--- src/rtl/patch_streamer.sv ---
// Slides a KxK window over a raster-order binary image, one pixel per cycle.
// Define PATCH_STREAMER_COORD_EN to add out_row/out_col patch origin outputs.
module patch_streamer #(
   parameter int K = 3,
   parameter int H = 5,
   parameter int W = 5
) (
   input  logic           clk,
   input  logic           rst,
   input  logic           in_pixel,
   input  logic           in_valid,
   input  logic           in_sof,
   output logic           in_ready,
   output logic [K*K-1:0] out_patch,
   output logic           out_valid,
   input  logic           out_ready,
   output logic           out_last
`ifdef PATCH_STREAMER_COORD_EN
   ,
   output logic [7:0]     out_row,
   output logic [7:0]     out_col
`endif
);

   localparam int RW = $clog2(H > 1 ? H : 2);
   localparam int CW = $clog2(W > 1 ? W : 2);
   localparam int SW = $clog2(K > 1 ? K : 2);

   logic [RW-1:0] row, r_eff, row_nx;
   logic [CW-1:0] col, c_eff, col_nx;
   logic [SW-1:0] slot, s_eff, slot_nx;
   logic [W-1:0]  rbuf [K];
   logic [W-1:0]  cur_row, rowv, seg;
   logic [K*K-1:0] win;
   logic          accept, hit, last_hit;
   int            t;

   assign in_ready = !out_valid || out_ready;
   assign accept   = in_valid && in_ready;

   always_comb begin
      r_eff = in_sof ? '0 : row;
      c_eff = in_sof ? '0 : col;
      s_eff = in_sof ? '0 : slot;
      cur_row = rbuf[s_eff];
      cur_row[c_eff] = in_pixel;
      hit = (r_eff >= RW'(K-1)) && (c_eff >= CW'(K-1));
      last_hit = (r_eff == RW'(H-1)) && (c_eff == CW'(W-1));
      // Oldest window row sits in the slot just after the current one.
      win = '0;
      rowv = '0;
      seg = '0;
      t = 0;
      for (int i = 0; i < K; i++) begin
         t = int'(s_eff) + 1 + i;
         if (t >= K) t = t - K;
         rowv = (i == K-1) ? cur_row : rbuf[SW'(t)];
         seg = rowv >> (c_eff - CW'(K-1));
         win[i*K +: K] = seg[K-1:0];
      end
      col_nx = c_eff + 1'b1;
      row_nx = r_eff;
      slot_nx = s_eff;
      if (c_eff == CW'(W-1)) begin
         col_nx = '0;
         if (r_eff == RW'(H-1)) begin
            row_nx = '0;
            slot_nx = '0;
         end else begin
            row_nx = r_eff + 1'b1;
            slot_nx = (s_eff == SW'(K-1)) ? '0 : s_eff + 1'b1;
         end
      end
   end

   always_ff @(posedge clk or posedge rst) begin
      if (rst) begin
         row <= '0;
         col <= '0;
         slot <= '0;
         for (int i = 0; i < K; i++) rbuf[i] <= '0;
      end else if (accept) begin
         row <= row_nx;
         col <= col_nx;
         slot <= slot_nx;
         rbuf[s_eff] <= cur_row;
      end
   end

   always_ff @(posedge clk or posedge rst) begin
      if (rst) begin
         out_valid <= 1'b0;
         out_patch <= '0;
         out_last <= 1'b0;
      end else if (accept && hit) begin
         out_valid <= 1'b1;
         out_patch <= win;
         out_last <= last_hit;
      end else if (out_ready) begin
         out_valid <= 1'b0;
      end
   end

`ifdef PATCH_STREAMER_COORD_EN
   always_ff @(posedge clk or posedge rst) begin
      if (rst) begin
         out_row <= '0;
         out_col <= '0;
      end else if (accept && hit) begin
         out_row <= 8'(r_eff) - 8'(K-1);
         out_col <= 8'(c_eff) - 8'(K-1);
      end
   end
`endif

endmodule

--- config.mk ---
export PLATFORM = sky130hd
export DESIGN_NAME = patch_streamer
export DESIGN_NICKNAME = d
export VERILOG_FILES = /design/src/rtl/patch_streamer.sv
export SDC_FILE = /design/constraint.sdc
export NUM_CORES = 1
export LEC_CHECK = 0
export CORE_UTILIZATION = 40
export CTS_BUF_LIST = sky130_fd_sc_hd__clkbuf_8
export CTS_CLUSTER_SIZE = 16
export DETAILED_ROUTE_END_ITERATION = 6
export PLACE_DENSITY = 0.65
export SYNTH_ARGS = -nofsm -noshare
export SYNTH_HDL_FRONTEND = slang
export SYNTH_SLANG_ARGS = --single-unit
export TNS_END_PERCENT = 10
--- constraint.sdc ---
create_clock -name clk -period 3.16 [get_ports clk]
set_input_delay 0.632 -clock clk [delete_from_list [all_inputs] [get_ports clk]]
set_output_delay 0.632 -clock clk [all_outputs]
set_load 0.02 [all_outputs]
# Word-level counts from Yosys, hierarchy flattened

Index checks and enable logic that the tools add are counted.

$add $sub $neg: 8
$lt $le $gt $ge: 10
Eq/ne operators: 3
Shift operators: 3
Muxes and demuxes: 28
Bitwise operators: 3
Reduce and logical (&&, ||, !) cells: 9

Operators with widths:

| kind                                                                  | count |
|---|---|
| 5-bit two-way mux                                                     | 7 |
| 5-bit binary-select mux with 2-bit select                             | 3 |
| 15-bit bitwise mux                                                    | 1 |
| 3-bit two-way mux                                                     | 5 |
| 5-bit by 3-bit >> shifter with 3-bit output                           | 3 |
| 2-bit two-way mux                                                     | 6 |
| 5-bit demux with 2-bit select                                         | 1 |
| 3-bit by 2-bit >= comparator with 1-bit output, second input constant | 3 |
| 3-bit by 1-bit adder with 3-bit output, second input constant         | 2 |
| 3-bit == test, second input constant                                  | 2 |
| 2-bit by 3-bit >= comparator with 1-bit output, second input constant | 2 |
| 1-bit logical AND                                                     | 6 |
| 5-bit bitwise mux                                                     | 1 |
| 3-bit by 1-bit adder with 4-bit output, second input constant         | 1 |
| 4-bit by 2-bit >= comparator with 1-bit output, second input constant | 1 |
| 3-bit by 4-bit < comparator with 1-bit output, second input constant  | 1 |
| 2-bit inverter                                                        | 2 |
| 2-bit subtractor, second input constant                               | 2 |
| 2-bit by 1-bit adder with 3-bit output, second input constant         | 1 |
| 1-bit demux with 3-bit select                                         | 1 |
| 3-bit by 1-bit >= comparator with 1-bit output, second input constant | 1 |
| 3-bit >= comparator, second input constant                            | 1 |
| 3-bit by 1-bit < comparator with 1-bit output, second input constant  | 1 |
| 1-bit two-way mux                                                     | 3 |
| other kinds (7)                                                       | 7 |

Register bits after elaboration: 34
Input bits: 6
Output and inout bits: 12
Logic and storage cells: 73

# Logic depth before layout (Yosys ltp)

Gate-level depths: netlist (run 1).

Depth after elaboration: 10
Mapped depth: 12
Mapped depth without buffers: 8

# Worst setup path before layout (run 1)

Ideal clock, no wire load.

Kind: input to register
Start: input port in_sof
End: register out_patch[4]
Library setup time: 0.103 ns
Arrival: 2.807 ns
Data required time: 3.057 ns
Slack: 0.250 ns
Cell stages on the path: 10
Path buffers: 5
Cells stage by stage: buf_2 > buf_4 > clkbuf_1 > nand2b_1 > ha_1 > buf_2 > clkbuf_1 > mux2i_1 > nor3_1 > o41ai_2

Cells in the longest elaborated chain, start to end: 10
Elaborated cells on any way between the ends: 18
Classes of those cells: add/sub: 4; order compare: 3; shift: 1; mux: 7; bitwise: 1; reduce/logical: 2

Ends and longest elaborated chain:

| element                                                                                   | line | RTL |
|---|---|---|
| start, declared                                                                           | 12   | `input logic in_sof,` |
| 2-bit two-way mux                                                                         | 44   | `s_eff = in_sof ? '0 : slot;` |
| 2-bit by 1-bit adder with 3-bit output                                                    | n/a  |  |
| 3-bit by 1-bit adder with 4-bit output                                                    | 55   | `t = int'(s_eff) + 1 + i;` |
| 4-bit by 2-bit >= comparator with 1-bit output / 2-bit subtractor (equally long branches) | 56   | `if (t >= K) t = t - K;` |
| 2-bit two-way mux                                                                         | 56   |  |
| 2-bit inverter (implied by the code)                                                      | 57   | `rowv = (i == K-1) ? cur_row : rbuf[SW'(t)];` |
| 5-bit binary-select mux with 2-bit select                                                 | 57   |  |
| 5-bit two-way mux (implied by the code) (2 in series)                                     | 57   |  |
| 5-bit by 3-bit >> shifter with 3-bit output                                               | 58   | `seg = rowv >> (c_eff - CW'(K-1));` |
| end signal, assigned                                                                      | 97   | `out_patch <= win;` |
| end, declared                                                                             | 14   | `output logic [K*K-1:0] out_patch,` |

Parallel ways exist; a longest one is shown, timed or not. The select of a mux whose other input is x is not followed.
A chain may end at the register's enable or synchronous reset.

# Worst setup path after layout (run 1)

Start: input port in_sof
End: register out_patch[6]

Cells in the longest elaborated chain, start to end: 7
Elaborated cells on any way between the ends: 19
Classes of those cells: add/sub: 1; order compare: 4; shift: 1; mux: 9; bitwise: 1; reduce/logical: 3

Ends and longest elaborated chain:

| element                                                                                                     | line   | RTL |
|---|---|---|
| 3-bit two-way mux / 2-bit two-way mux (equally long branches)                                               | 43, 44 |  |
| 3-bit by 4-bit < comparator with 1-bit output (implied by the code), or another cell as far along           | 46     | `cur_row[c_eff] = in_pixel;` |
| 1-bit logical AND (implied by the code) / 5-bit binary-select mux with 2-bit select (equally long branches) | 46, 45 |  |
| 1-bit two-way mux (implied by the code) / 5-bit two-way mux (equally long branches)                         | 46, 45 |  |
| 1-bit demux with 3-bit select / 5-bit two-way mux (equally long branches)                                   | 46, 45 |  |
| 5-bit bitwise mux                                                                                           | 46     |  |
| 5-bit by 3-bit >> shifter with 3-bit output                                                                 | 58     |  |

Parallel ways exist; a longest one is shown, timed or not. The select of a mux whose other input is x is not followed.

==> metrics.txt, run 1 <==
outcome completed; Mapped Nets approximately 280; nets between 200 and 300; crit path DAT about 2.9 ns; setup bufs post-CTS 0; Starting Density 41.6%; average wire per cell in the routed design ~17 um; chip width a little over 80 um; initial antenna violation count 0; stages on the worst setup path 10; grt ovf 0; root buffer cell clkbuf_8; Final min period ~2.7 ns; design area about 2900 um^2; Fillers roughly 570; Die Height 80.5 um; # clock sinks 34; antenna cells 0; clock skew about 0.0093 ns; TritonCTS Buffers 5; Peak Freq around 370 MHz; Rel. slew slack a little under 60%; Worst Setup SP in_sof; GPL Wtd Cong just over 0.9; Main synth FF type dfrtp_1; worst skew pair latency 0.29 ns; R2R depth 8; HP Class reg -> reg; PD cells approximately 530 nW/um^2; Worst path max stage delay between 0.4 and 0.5 ns; CP Capture Point out_patch[6]; share of post-route cells with drive strength above 1 approximately 17%; measured slew at the worst slew-check pin approximately 0.61 ns; IO buf count 17; Post-Syn Area 2460 um^2; commonest non-fill, non-tap cell in the layout dfrtp_1; core area 5920 um^2; synthesized netlist cell count between 200 and 300; pin count of the biggest net entering global routing 35; synthesis-stage register bit count 34; critical path launch point type primary input; Post-synth ARST share between 90% and 100%; crit path buf inv count 3; number of max-cap violations 0; post-synthesis sequential area ratio 34.5%; multi-input logic area approximately 1500 um^2; crit end category register; final wirelength around 6300 um; cells along the critical path clkdlybuf4s50_1 > buf_4 > nor2b_1 > inv_2 > ha_1 > o21ai_0 > o311ai_1 > o22a_1 > and3_1 > o32a_1; Sum Neg Setup Slack 0 ns; Post-route DRC 0; vias per inst a little under 6; Pins Over Slew Limit 0; R2R Path Start col[1]; CTS max path bufs 2; GRT Total Usage roughly a fifth; RSZ-0062 raised after global routing false; Avg Inst Size Synth 9.27 um^2; commonest cells after routing, fill and taps aside 34 x dfrtp_1, 24 x nand2_1, 18 x mux2_2; Synth-to-Final Area Change 16.2%; drt pass-1 iters 4; peak supply drop 252 uV; worst-path fanout max 13; CTS tree yes; vias after detailed routing around 2,200; Reg2Reg Setup Slack ~0.75 ns; FF-to-FF End out_patch[6]; hold_buf cts 0; clock slew seen by the registers of the worst setup and hold paths about 0.06 ns; drt initial violations 110; vias in the first global route between 2,000 and 2,500; EDFF count, synth 0; H-Tree Depth 2; Yosys warning count 0; Final Setup Violations 0; leak pwr ~1.2 nW; crit-path leading delay family compound AO/OA/AOI/OAI gates; first-pass GRT wire length roughly 10,000 um; fin crit share 84.8%; Synth cell types between 50 and 60; CP Class in -> reg; Antenna Violating Nets Remaining 0; CP max-delay cell clkdlybuf4s50_1; worst path required time between 3 and 4 ns; Row Count 28; placed inst area around 2800 um^2; CTS resizes 0; hpwl dp 4740 um; Reg area between 800 and 900 um^2; die area roughly 6500 um^2; Final Hold Vio Count 0; I/O Pins 18
-- per-stage QoR --
step / power (mW) / worst slack (ns) / hold slack, ns / std cells / util [%]
2_1_floorplan: 0.959 / 0.250 / 0.516 / 266 / -
5_1_grt: 1.61 / 0.364 / 0.512 / 364 / 48.4
3_3_place_gp: 1.13 / 0.231 / 0.469 / 356 / 46.5
3_5_place_dp: 1.14 / 0.194 / 0.475 / 356 / 46.5
4_1_cts: 1.53 / 0.487 / 0.490 / 364 / 48.4
6_report: 1.52 / 0.481 / 0.485 / 364 / 48.4
-- how the worst min path moves through the flow --
stage                      start      endpoint  slack (ns)  cells past startpoint
floorplan                 row[2]        row[2]        0.52                      2
global placement        out_last      out_last        0.47                      1
detailed placement      out_last      out_last        0.47                      1
CTS                     out_last      out_last        0.49                      1
global route        out_patch[1]  out_patch[1]        0.51                      1
finish                  out_last      out_last        0.48                      1
-- Yosys cell counts (all sizes together), types with 3 or more instances --
library cell  count  area share [%]
o31ai             3            0.91
a21oi            12             2.4
and3              4             1.0
a32oi             3             1.1
a22o              6             2.1
nand2            24             3.7
inv              11             1.7
nor2             14             2.1
nor3              4            0.81
a31oi             6             1.5
nand4             4             1.0
mux2             23              11
buf               7             2.1
nor2b             4             1.0
a221o             3             1.2
nand3b           10             3.0
o21ai            15             3.0
mux2i            13             5.3
dfrtp            34              35
clkbuf           11             1.7
ha                5             2.5
nand2b           13             3.3
-- cell families (layout without fill, tap and decap cells) --
kind of cell | count (synthesis) | in the layout | synth area share, %
buffers and inverters | 29 | 52 | 5.48
multiplexers | 36 | 36 | 15.8
AND/OR/NAND/NOR | 89 | 89 | 20.6
adder cells (fa/ha/maj) | 5 | 5 | 2.54
flip-flops | 34 | 34 | 34.5
AO/OA/AOI/OAI | 73 | 73 | 21.1
-- metal layers --
| layer | vias up | share of wire, % | GRT usage, % |
|---|---|---|---|
| met2 | 61 | 48 | 34.6 |
| met4 | 0 | 1.4 | 7.14 |
| met3 | 8 | 5.1 | 4.66 |
| met1 | 1065 | 46 | 27.7 |
| met5 | - | 0 | 0 |
| li1 | 1030 | - | - |
-- power breakdown --
part	switching (mW)	internal [mW]
Combinational	0.269	0.245
Clock	0.163	0.220
Sequential	0.111	0.516
Total	0.542	0.981
-- registers in the layout (all words and copies together) (netlist names) --
register / flops
slot: 2
out_patch: 9
out_valid: 1
out_last: 1
row: 3
col: 3
rbuf: 15
-- area by class of cell --
cell class,instances,area share (%)
multi-input combinational,203,51.6
clock buffer,8,3.84
inverter,11,1.44
sequential,34,29.7
tap,75,3.28
timing repair buffer,33,10.1
-- worst register-to-register path, cell delays in order, from the launching register on --
cell and delay [ns]:
dfrtp_1 0.69, nor2b_1 0.28, inv_2 0.06, ha_1 0.23, o21ai_0 0.17, o311ai_1 0.11, o22a_1 0.25, and3_1 0.20
o32a_1 0.32
Note: power is estimated with default switching activity, not from simulation.
==> run 2, diff against run 1 <==
Settings changed: PLACE_DENSITY 0.65 to 0.67.
Clock period 3.16 ns to 2.33 ns, I/O delays scaled along.
==> run 2 against run 1 <==
  * Setup slack worse by 0.36 ns
  * Combinational power is 57% higher
  * First-iteration DRC count grew 63%
  * Clock skew is 0.0065 ns lower
  * Sequential share of layout area down 2.4 points
  * Critical path depth up 1
  * Critical path type unchanged
  * Largest cell class unchanged
==> metrics.txt, run 2 (same netlist as run 1, synthesis figures left out) <==
outcome completed; grt ovf 0; first-pass GRT wire length 11,200 um; Antenna Violating Nets Remaining 0; worst skew pair latency ~0.28 ns; clock slew seen by the registers of the worst setup and hold paths ~0.070 ns; Top reg by flops rbuf; R2R depth 6; root buffer cell clkbuf_8; Die Height ~81 um; chip width ~81 um; Final Setup Violations 0; H-Tree Depth 2; leak pwr 1.33 nW; Starting Density between 40% and 50%; drt pass-1 iters 5; number of max-cap violations 0; vias after detailed routing 2,302; WHS 0.492 ns; commonest non-fill, non-tap cell in the layout buf_4; placed cells roughly 390; initial antenna violation count 0; Post-route DRC 0; GRT Total Usage ~22%; largest registers rbuf x15, out_patch x9; worst path required time 2.52 ns; design area approximately 3100 um^2; hold_buf cts 0; antenna cells 0; RSZ-0062 raised after global routing false; PD cells 676 nW/um^2; worst hold stages 1; die area approximately 6500 um^2; measured slew at the worst slew-check pin roughly 0.43 ns; max reg flops 15; crit end category register; crit path DAT 2.40 ns; CTS tree yes; Row Count 28; CP Class in -> reg; Peak Freq between 400 and 500 MHz; Rel. slew slack a little under three quarters; pin count of the biggest net entering global routing 35; placed inst area approximately 3000 um^2; Final Hold Vio Count 0; CTS max path bufs 2; post-layout instance count excluding filler cells just under 400; share of post-route cells with drive strength above 1 between 20% and 30%; fin crit share between 90% and 100%; final wirelength between 6000 and 7000 um; core area between 5000 and 6000 um^2; average wire per cell in the routed design 17.2 um; Final min period between 2 and 2.5 ns; I/O Pins 18; critical path launch point type primary input; Pins Over Slew Limit 0; HP Class reg -> reg; nets 330; Synth-to-Final Area Change 26.2%; vias in the first global route about 2,300; hpwl dp between 5000 and 6000 um; IO buf count 17; worst-path fanout max 6; drt initial violations 179; vias per inst approximately 6; TritonCTS Buffers 5; GPL Wtd Cong between 0.9 and 1; # clock sinks 34; commonest cells after routing, fill and taps aside 47 x buf_4, 34 x dfrtp_1, 24 x nand2_1; clock skew 0.00276 ns; peak supply drop ~410 uV
==> run 2: cell type report <==
| class | instances | area (um^2) |
|---|---|---|
| clock buffers | 6 | 82.6 |
| multi-input cells | 203 | 1510 |
| fillers | 543 | 2810 |
| flip-flops and latches | 34 | 851 |
| repair buffers | 64 | 522 |
| well taps | 75 | 93.8 |
| clock inverters | 2 | 8.76 |
| inverters | 11 | 41.3 |
==> run 2: final timing paths <==
kind | startpoint | endpoint | slack [ns]
hold / removal | out_last | out_last | 0.49
min in group asynchronous | rst | slot[0] | 0.58
hold reg to reg | out_last | out_last | 0.49
max in group asynchronous | rst | out_patch[5] | 1.45
setup reg to reg | slot[0] | out_patch[4] | 0.24
setup / recovery | in_sof | out_patch[8] | 0.12
==> run 2: where the power goes <==
group / switching [mW] / leakage [nW] / internal (mW)
Combinational: 0.406 / 0.842 / 0.403
Clock: 0.223 / 0.0524 / 0.234
Sequential: 0.137 / 0.440 / 0.700
Total: 0.766 / 1.33 / 1.34
==> run 2: layer usage <==
layer  wire length, um  part of all wire (%)  vias to the layer above  global-route usage [%]
li1                  -                     -                     1094                       -
met1              3010                    44                     1091                    28.4
met2              3250                    48                       96                    37.8
met3               398                   5.9                       21                    3.75
met4               140                   2.1                        0                    8.39
met5                 0                     0                        -                       0
==> run 2: worst max-delay path: stages <==
cell and delay (ns):
dlygate4sd2_1 0.29, buf_4 0.17, nor2b_2 0.14, inv_2 0.05, ha_1 0.39, inv_1 0.09, buf_4 0.15, nor2_1 0.26
buf_4 0.16, a21oi_1 0.03, a31oi_1 0.19
==> run 2: timing repair <==
action / CTS / global route
buffers inserted: 0 / 0
endpoints found under the setup margin: 21 / 1
resized for setup: 3 / 1
endpoints found under the hold margin: 0 / 0
pin swaps: 0 / 0
==> run 2: per-stage QoR <==
| step | utilization (%) | setup WS (ns) | setup TNS [ns] | power (mW) |
|---|---|---|---|---|
| after floorplan | - | -0.0653 | -0.0930 | 1.32 |
| after global placement | 50.9 | -0.404 | -8.04 | 1.62 |
| after detailed placement | 50.9 | -0.430 | -8.71 | 1.65 |
| after CTS | 52.5 | 0.133 | 0 | 2.11 |
| after global routing | 52.6 | 0.0124 | 0 | 2.23 |
| final | 52.6 | 0.120 | 0 | 2.10 |
==> edit: new RTL, config.mk and constraints of run 1 <==
Add a define of `PATCH_STREAMER_COORD_EN`.
--- a/src/rtl/patch_streamer.sv
+++ b/src/rtl/patch_streamer.sv
@@ -1,4 +1,6 @@
 // Slides a KxK window over a raster-order binary image, one pixel per cycle.
 // Define PATCH_STREAMER_COORD_EN to add out_row/out_col patch origin outputs.
+`define PATCH_STREAMER_COORD_EN
+
 module patch_streamer #(
    parameter int K = 3,
Behaviour (old outputs only; new: out_col and out_row): unchanged (equiv_simple and equiv_induct, registers matched by name and starting in step).
==> edit against run 1 <==
The flow now finishes with violations (DRC). Power increased by 25%. Utilization increased by 1.9 points. Cell count increased by 10%. Design area increased by 13%. Setup slack got worse by 49 ps. Area after synthesis increased by 8.7%. Critical path depth unchanged. Worst hold slack improved by 3.5 ps. Global-route usage decreased by 1.2 points. Routed wire length increased by 5.3%. Sequential cell count increased by 8. Critical endpoint is now out_patch[0]. Largest power group unchanged.
==> edit: results (changes against run 1) <==
m1WireLength_um: 3030  # +4.8%
holdPathStages: 2  # +1
violations: "DRC"
sh_seq_area: 0.326  # +0.0286
place.port_buffers: 33  # +16
numPlacedInstances: 393  # +10%
multi_input_cells: 210  # +3.4%
path_max_fanout: 8  # -5
grt_max_degree: 43  # +23%
grt_util_met3: 0.0475  # +0.000887
use_met2: 0.323  # -0.0231
cp.arrival_ps: 2910  # +60 ps
grt_pass1_wl_um: 11300  # +7.8%
vdd_drop_max_uv: 305  # +21%
leakage_nw: 1.36  # +16%
rrSetupSlack_ps: 600  # -150 ps
synth.distinct_cells: 51  # -11%
place_congestion: 0.996  # +8.5%
nNonClkBuffers: 53  # +61%
ys_ff_latch: 42  # +24%
area_growth_pct: 20.5
run_status: "finished with violations"
ys_seq_area_frac: 0.392  # +0.0472
rr_worst_depth: 9  # +1
final.fill_count: 581  # +2.5%
synth.area.top_cells: "dfrtp_1, mux2_2, nand2_1"
pre_cts_ws_ps: 167  # -26.7 ps
fin_hold_ws_ps: 488  # +3.53 ps
worstHoldStart: "out_patch[7]"
fin_nets: 338  # +13%
drcViolationCount: 4  # +4
drt_first_pass_iters: 6  # +2
met1_usage: 0.267  # -0.0104
clk_pin_slew_ps: 90  # +30 ps
grt_pass1_vias: 2278  # +11%
hpwl_um: 5030  # +6.0%
synth_compound_area_frac: 0.198  # -0.0131
synth_mux_area_frac: 0.125  # -0.0327
max_slew_margin: 0.597  # +0.00223
wl_met3_um: 361  # +12%
==> edit: cell count changes after synthesis, sizes merged, moves of 4 or more <==
cell / delta
a22oi: +7
dfrtp: +8
ha: +4
nor2b: +5
nand2b: -10
buf: +8
nand3b: -7
a221oi: +4
o22ai: +4
o21ai: +4
nand2: +18
a22o: -4
==> edit: worst max path at each step <==
stage          cells after the start            to
2_1_floorplan                     10  out_patch[0]
3_3_place_gp                       9  out_patch[4]
3_5_place_dp                      10  out_patch[0]
4_1_cts                           10  out_patch[0]
5_1_grt                           10  out_patch[0]
6_report                          10  out_patch[0]
==> edit: worst max-delay path, stage by stage <==
cell and delay, ps:
clkdlybuf4s50_1 470, nor2b_1 190, inv_1 60, ha_1 480
mux2i_1 230, o22ai_1 130, a22oi_1 220, o211ai_1 130
a221oi_2 290, nor2_1 70
==> edit: report_power, final <==
group          leakage (nW)  switching, mW  internal [mW]  total [mW]
Sequential            0.557          0.126          0.640       0.766
Clock                0.0579          0.189          0.233       0.422
Combinational         0.743          0.368          0.345       0.712
